==> src/rtl/serial_subtractor.sv <==
// -----------------------------------------------------------------------------
// serial_subtractor
//   Recovers operand B from an adder sum C (W+1 bits) and operand A (W bits),
//   B = C - A, one bit per clock, LSB first, over a single-bit datapath.
//   Results that do not fit in W unsigned bits are flagged on o_range_err.
//
// Optional feature macro: SUB_SATURATE_EN
//   defined   : on a range error o_B clamps (negative -> 0, overflow -> all ones)
//   undefined : o_B is the modular difference diff[W-1:0]
//   Latency and handshake are identical in both builds.
//
// Parameters
//   g_data_width : W, width of A and B (>= 1); C is W+1 bits
//
// Ports
//   i_clk        clock, all logic on rising edge
//   i_rst        synchronous active-high reset, aborts any in-flight operation
//   i_valid      request strobe; i_C and i_A are valid this cycle
//   i_C [W:0]    minuend (adder sum)
//   i_A [W-1:0]  subtrahend (adder operand A)
//   o_ready      block idle; a request is accepted this cycle
//   o_valid      one-cycle pulse: o_B / o_range_err just updated
//   o_B [W-1:0]  recovered operand (held between completions)
//   o_range_err  true C-A outside [0, 2^W-1] (held between completions)
//
// Handshake: a request is accepted on a rising edge where i_valid && o_ready.
//   o_ready is high only in IDLE; i_valid while busy is ignored, never queued.
//   The output has no backpressure: the result must be taken on the o_valid
//   cycle. Accept at edge E0 -> o_valid high in the cycle after edge E0+W+1;
//   the next accept can come at edge E0+W+3 at the earliest.
//
// The FSM state is visible as state_q for checkers bound to this module.
// -----------------------------------------------------------------------------
module serial_subtractor #(
  parameter int g_data_width = 8
) (
  input  logic                    i_clk,
  input  logic                    i_rst,
  input  logic                    i_valid,
  input  logic [g_data_width:0]   i_C,
  input  logic [g_data_width-1:0] i_A,
  output logic                    o_ready,
  output logic                    o_valid,
  output logic [g_data_width-1:0] o_B,
  output logic                    o_range_err
);

  localparam int W  = g_data_width;
  localparam int CW = $clog2(W + 2);
  localparam logic [CW-1:0] LAST_BIT = CW'(W);

  typedef enum logic [1:0] {
    ST_IDLE  = 2'd0,
    ST_SHIFT = 2'd1,
    ST_DONE  = 2'd2
  } state_t;

  state_t          state_q, state_d;
  logic [W:0]      c_sh_q, c_sh_d;     // minuend, shifted right each bit
  logic [W:0]      a_sh_q, a_sh_d;     // zero-extended subtrahend
  logic [W-1:0]    res_q, res_d;       // diff bits collected MSB-in
  logic            borrow_q, borrow_d;
  logic [CW-1:0]   cnt_q, cnt_d;
  logic            valid_q, valid_d;
  logic [W-1:0]    b_q, b_d;
  logic            err_q, err_d;

  // Single-bit full subtractor on the current LSBs.
  logic            c_bit, a_bit, diff_bit, borrow_nx;
  logic [W:0]      diff_full;          // full difference once bit W is processed

  assign c_bit     = c_sh_q[0];
  assign a_bit     = a_sh_q[0];
  assign diff_bit  = c_bit ^ a_bit ^ borrow_q;
  assign borrow_nx = (~c_bit & a_bit) | (~(c_bit ^ a_bit) & borrow_q);
  // After W shifts res_q holds diff[W-1:0]; the incoming bit is diff[W].
  assign diff_full = {diff_bit, res_q};

  // ---------------------------------------------------------------------------
  // State register
  // ---------------------------------------------------------------------------
  always_ff @(posedge i_clk) begin
    if (i_rst) begin
      state_q  <= ST_IDLE;
      c_sh_q   <= '0;
      a_sh_q   <= '0;
      res_q    <= '0;
      borrow_q <= 1'b0;
      cnt_q    <= '0;
      valid_q  <= 1'b0;
      b_q      <= '0;
      err_q    <= 1'b0;
    end else begin
      state_q  <= state_d;
      c_sh_q   <= c_sh_d;
      a_sh_q   <= a_sh_d;
      res_q    <= res_d;
      borrow_q <= borrow_d;
      cnt_q    <= cnt_d;
      valid_q  <= valid_d;
      b_q      <= b_d;
      err_q    <= err_d;
    end
  end

  // ---------------------------------------------------------------------------
  // Next-state logic
  // ---------------------------------------------------------------------------
  always_comb begin
    state_d = state_q;
    case (state_q)
      ST_IDLE:  if (i_valid) state_d = ST_SHIFT;
      ST_SHIFT: if (cnt_q == LAST_BIT) state_d = ST_DONE;
      ST_DONE:  state_d = ST_IDLE;
      default:  state_d = ST_IDLE;
    endcase
  end

  // ---------------------------------------------------------------------------
  // Datapath / output logic
  // ---------------------------------------------------------------------------
  always_comb begin
    c_sh_d   = c_sh_q;
    a_sh_d   = a_sh_q;
    res_d    = res_q;
    borrow_d = borrow_q;
    cnt_d    = cnt_q;
    valid_d  = 1'b0;                   // o_valid is a pulse, never held
    b_d      = b_q;
    err_d    = err_q;

    case (state_q)
      ST_IDLE: begin
        if (i_valid) begin
          c_sh_d   = i_C;
          a_sh_d   = {1'b0, i_A};
          res_d    = '0;
          borrow_d = 1'b0;
          cnt_d    = '0;
        end
      end
      ST_SHIFT: begin
        c_sh_d   = c_sh_q >> 1;
        a_sh_d   = a_sh_q >> 1;
        res_d    = diff_full[W:1];
        borrow_d = borrow_nx;
        cnt_d    = cnt_q + CW'(1);
        if (cnt_q == LAST_BIT) begin
          valid_d = 1'b1;
          // A final borrow means C < A; diff[W] set means C-A >= 2^W.
          err_d   = borrow_nx | diff_full[W];
`ifdef SUB_SATURATE_EN
          if (borrow_nx)         b_d = '0;
          else if (diff_full[W]) b_d = '1;
          else                   b_d = diff_full[W-1:0];
`else
          b_d     = diff_full[W-1:0];
`endif
        end
      end
      default: ;
    endcase
  end

  assign o_ready     = (state_q == ST_IDLE);
  assign o_valid     = valid_q;
  assign o_B         = b_q;
  assign o_range_err = err_q;

endmodule

==> config.mk <==
export PLATFORM = sky130hd
export DESIGN_NAME = serial_subtractor
export DESIGN_NICKNAME = d
export VERILOG_FILES = /design/src/rtl/serial_subtractor.sv
export SDC_FILE = /design/constraint.sdc
export NUM_CORES = 1
export LEC_CHECK = 0
export CORE_ASPECT_RATIO = 1.2
export CORE_MARGIN = 2
export CORE_UTILIZATION = 47
export DETAILED_ROUTE_END_ITERATION = 8
export GPL_ROUTABILITY_DRIVEN = 0
export PLACE_DENSITY = 0.74
export SYNTH_ARGS = -nofsm -noshare
export SYNTH_HDL_FRONTEND = slang
export SYNTH_SLANG_ARGS = --single-unit
==> constraint.sdc <==
create_clock -name i_clk -period 1.5 [get_ports i_clk]
set_clock_uncertainty 0.2 [all_clocks]
set_input_delay 0.45 -clock i_clk [delete_from_list [all_inputs] [get_ports i_clk]]
set_output_delay 0.45 -clock i_clk [all_outputs]
set_load 0.01 [all_outputs]
Word level (Yosys, flattened, before mapping)
Cells that the tools add are included.
- flip-flop bits (word level): 43
- word-level logic and storage cells: 43
- add/subtract/negate cells: 1
- multiplexer cells: 14
- reduce and logical (&&, ||, !) cells: 6
- equal/unequal tests: 4
- bitwise logic cells: 9
- operators by type and width (operator ; number):
    one-hot mux 9 bit (2 select lines) ; 2
    two-way mux 9 bit ; 2
    one-hot mux 8 bit (2 select lines) ; 1
    two-way mux 8 bit ; 1
    one-hot mux 4 bit (2 select lines) ; 1
    AND reduction 2 bit ; 3
    adder 4 x 1 -> 4 bit, second input constant ; 1
    equality test 4 bit, second input constant ; 1
    two-way mux 2 bit ; 2
    two-way mux 4 bit ; 1
    != test 2 bit, second input constant ; 2
    one-hot mux 2 bit (2 select lines) ; 1
    inverter 1 bit ; 3
    AND 1 bit ; 2
    equality test 2 x 1 -> 1 bit, second input constant ; 1
    zero test 2 bit ; 1
    two-way mux 1 bit ; 2
    bitwise OR 1 bit ; 2
    one-hot mux 1 bit (2 select lines) ; 1
    nonzero test 2 bit ; 1
    OR reduction 2 bit ; 1
    bitwise XOR 1 bit ; 2

Logic depth before layout (Yosys ltp)
- depth after elaboration: 5
- depth in mapped cells: 6
- mapped depth without buffers: 5

Worst setup path after synthesis
Ideal clock, no wire load.
- kind: flip-flop to output port
- from: reg state_q[0]
- to: out o_ready
- stages on the path, launching flop included: 5
- arrival: 934 ps
- data required time: 850 ps
- slack: -84 ps
- path through: dfxtp_1 > buf_2 > buf_6 > buf_4 > nor2_1
- longest elaborated chain between the ends: 1
- RTL lines (what ; line ; source):
    from (decl) ; 58 ; state_t state_q, state_d;
    from (signal assigned) ; 94 ; state_q <= state_d;
    zero test 2 bit ; 165 ; assign o_ready = (state_q == ST_IDLE);
    to (decl) ; 42 ; output logic o_ready,
No other way between the ends.

Worst setup path in the final report
- from: reg state_q[1]
- to: out o_ready
The elaborated chain is that of the path after synthesis.

==> results.cfg <==
[floorplanning]
initial_utilization_pct = 48.42
die-area_mm2 = 0.004553
ios = 31
core.rowCount = 25
die_y_um = 73.52
die_width_um = 61.94
core_area_mm2 = 0.003910

[setup_path]
worstRegToRegCells = 4
crit_slowest_cell = dfxtp_2
crit_path_max_fanout = 2
critPathTopFamily = flip-flops
slowest_delay_ns = 0.34
path_cells = nor2_4 -> buf_6
end_kind = output port
critPathRequiredTime_ns = 0.85
crit_cells = 2
r2r-start = borrow_q
arrival_ns = 0.84
critPathLaunchType = flip-flop
worst-path-buf-inv = 1
criticalPathCategory = reg -> out
cp-startpoint = state_q[1]

[timing]
slew_viol_final = 0
timing.hold.ws_ns = 0.2605
setup_tns_ns = 0
setup_ws_ns = 0.007584
relSlewSlack_pct = 81.05
fmax_mhz = 670.1
rsz0062_at_grt = yes
finalCritPeriodShare_pct = 99.49
hold_viol = 0
setup_viol = 0
tightestPinTransition_ns = 0.2839
post-route-min-period_ns = 1.492

[logic_synthesis]
yosysWarnings = 0
synth-seq-area-share_pct = 44.42
syn_area_mm2 = 0.001893
synth.distinct_cells = 32
synth_nets = 249
synth_top_area_share_pct = 44.42
yosysTopAreaCell = dfxtp_1
synthCells = 226
ys.flop_type = dfxtp_1
async_reset_ff_share_pct = 0
synth_top_cells_by_area = dfxtp_1, a21oi_1, nor2_1
synth_edf_count = 0
syn_area_per_cell_um2 = 8.376
synth-seq-cells = 42

[placement]
io_buffers = 30
dpl_worst_slack_ns = -0.3895
place_hpwl_um = 2814
post_dp_cell_area_mm2 = 0.002367

[grt]
grtUsageMet3_pct = 5.282
grt_pass1_vias = 1625
grt_pass1_wl_um = 7286
gr-total-overflow = 0
antenna_found_initial = 0
grt_util_met1_pct = 26.44
track_usage_pct = 21.12
gr-usage-met2_pct = 35.91
top_usage_layer = met2
grt_max_degree = 27

[drt]
vias_per_cell = 5.360
finalWirelength_um = 4299
dr.pass1.iters = 4
drt_iter0_markers = 145
wl_per_cell_um = 13.35
via_count = 1726
drc = 0
drtAntennaViolNets = 0

[power_and_ir_drop]
power.density_mw_per_mm2 = 980.4
power_leakage_uw = 0.001003
irDropWorstVdd_v = 0.0006938

[flow_run]
drv_cap = 0

[clock_network]
clock_tree.root_cell = clkbuf_8
postCtsHoldBufs = 0
cts_buffer_depth = 2
clk_pin_slew_ns = 0.08
clock-sinks = 42
cts_tree = done
cts-htree-levels = 2
cts_setup_buffers = 0
numCtsBuffers = 5
clk_latency_ns = 0.29

[outcome]
outcome = complete, no violations

[hold_path]
min_from = o_B[6]
min_path_type = reg -> reg
hold_depth = 2

[cells_and_area]
fin_nets = 291
fillers = 343
diodes = 0
post-route-util_pct = 64.42
area_growth_pct = 33.05
final_cell_area_mm2 = 0.002519
drive_above_1_share_pct = 30.97
==> routing by layer <==
metal / share of wire, % / up-vias
met5: 0 / -
met4: 1.1 / 0
met3: 3.4 / 4
met2: 48 / 31
met1: 47 / 814
li1: - / 877
==> logic make-up (layout without fill, tap and decap cells) <==
logic type	count (synthesis)	count (layout)	synth area share (%)
adder cells (fa/ha/maj)	3	3	2.379
AND/OR/NAND/NOR	72	72	18.18
flip-flops	42	42	44.42
AO/OA/AOI/OAI	75	75	26.77
buffers and inverters	34	76	8.261
==> cell usage in the layout, fill, tap and decap left out, drive strengths merged, types with 2 or more instances in the layout <==
cell / netlist / final
a211oi: 2 / 2
a21oi: 36 / 36
a22oi: 9 / 9
buf: 13 / 35
clkbuf: 7 / 7
clkdlybuf4s50: 0 / 18
dfxtp: 42 / 42
ha: 2 / 2
inv: 14 / 14
nand2: 6 / 6
nand3: 10 / 10
nor2: 34 / 34
nor2b: 10 / 10
nor3: 3 / 3
nor3b: 3 / 3
o21ai: 9 / 9
o221a: 15 / 15
o22ai: 2 / 2
==> sequential cells by signal (all words and copies together) (netlist names) <==
| name | flops |
|---|---|
| o_range_err | 1 |
| state_q | 2 |
| res_q | 8 |
| borrow_q | 1 |
| cnt_q | 4 |
| a_sh_q | 8 |
| o_B | 8 |
| o_valid | 1 |
| c_sh_q | 9 |
==> Yosys cell counts, types with 2 or more instances <==
| master | n |
|---|---|
| buf_2 | 10 |
| o22ai_1 | 2 |
| inv_1 | 14 |
| nor3b_1 | 3 |
| a21oi_1 | 36 |
| clkbuf_1 | 6 |
| a211oi_1 | 2 |
| a22oi_1 | 9 |
| buf_4 | 2 |
| o221a_2 | 11 |
| o221a_1 | 4 |
| nor3_1 | 3 |
| nand2_1 | 6 |
| nor2b_1 | 10 |
| o21ai_0 | 8 |
| ha_1 | 2 |
| dfxtp_1 | 42 |
| nor2_1 | 33 |
| nand3_1 | 10 |
==> power by group <==
| part | switching (uW) | internal (uW) | total, uW |
|---|---|---|---|
| clock | 369 | 532 | 901 |
| sequential | 34.5 | 1170 | 1200 |
| combinational | 172 | 196 | 368 |
==> stage by stage <==
| stage | power, uW | instances |
|---|---|---|
| finish | 2469 | 322 |
| global route | 2584 | 322 |
| CTS | 2475 | 322 |
| detailed placement | 1564 | 315 |
| global placement | 1559 | 315 |
| floorplan | 1423 | 226 |
==> worst reg2reg max path: cells and delay by family (launching register included) <==
| kind | cells | cell delay, ns |
|---|---|---|
| flops | 1 | 0.34 |
| fa+ha+maj | 1 | 0.55 |
| buf+inv | 1 | 0.05 |
| simple gates | 2 | 0.23 |
==> final cells by class <==
cell class	count	area (um2)	area share (%)
clock buffers	6	82.58	3.279
clock inverters	1	30.03	1.192
inverters	14	52.55	2.086
multi-input cells	150	942.2	37.41
flip-flops and latches	42	858.3	34.08
well taps	54	67.56	2.683
repair buffers	55	485.5	19.27
==> final timing paths <==
path	endpoint	slack, ns
worst min-delay path	o_B[6]	0.26
worst max register to register	o_range_err	0.02
worst min register to register	o_B[6]	0.26
worst max-delay path	o_ready	0.008
==> what timing repair did <==
| item | 4_1_cts | 5_1_grt |
|---|---|---|
| endpoints found under the setup margin | 51 | 27 |
| resized for setup | 47 | 38 |
| pin swaps | 4 | 1 |
Note: power is estimated with default switching activity, not from simulation.
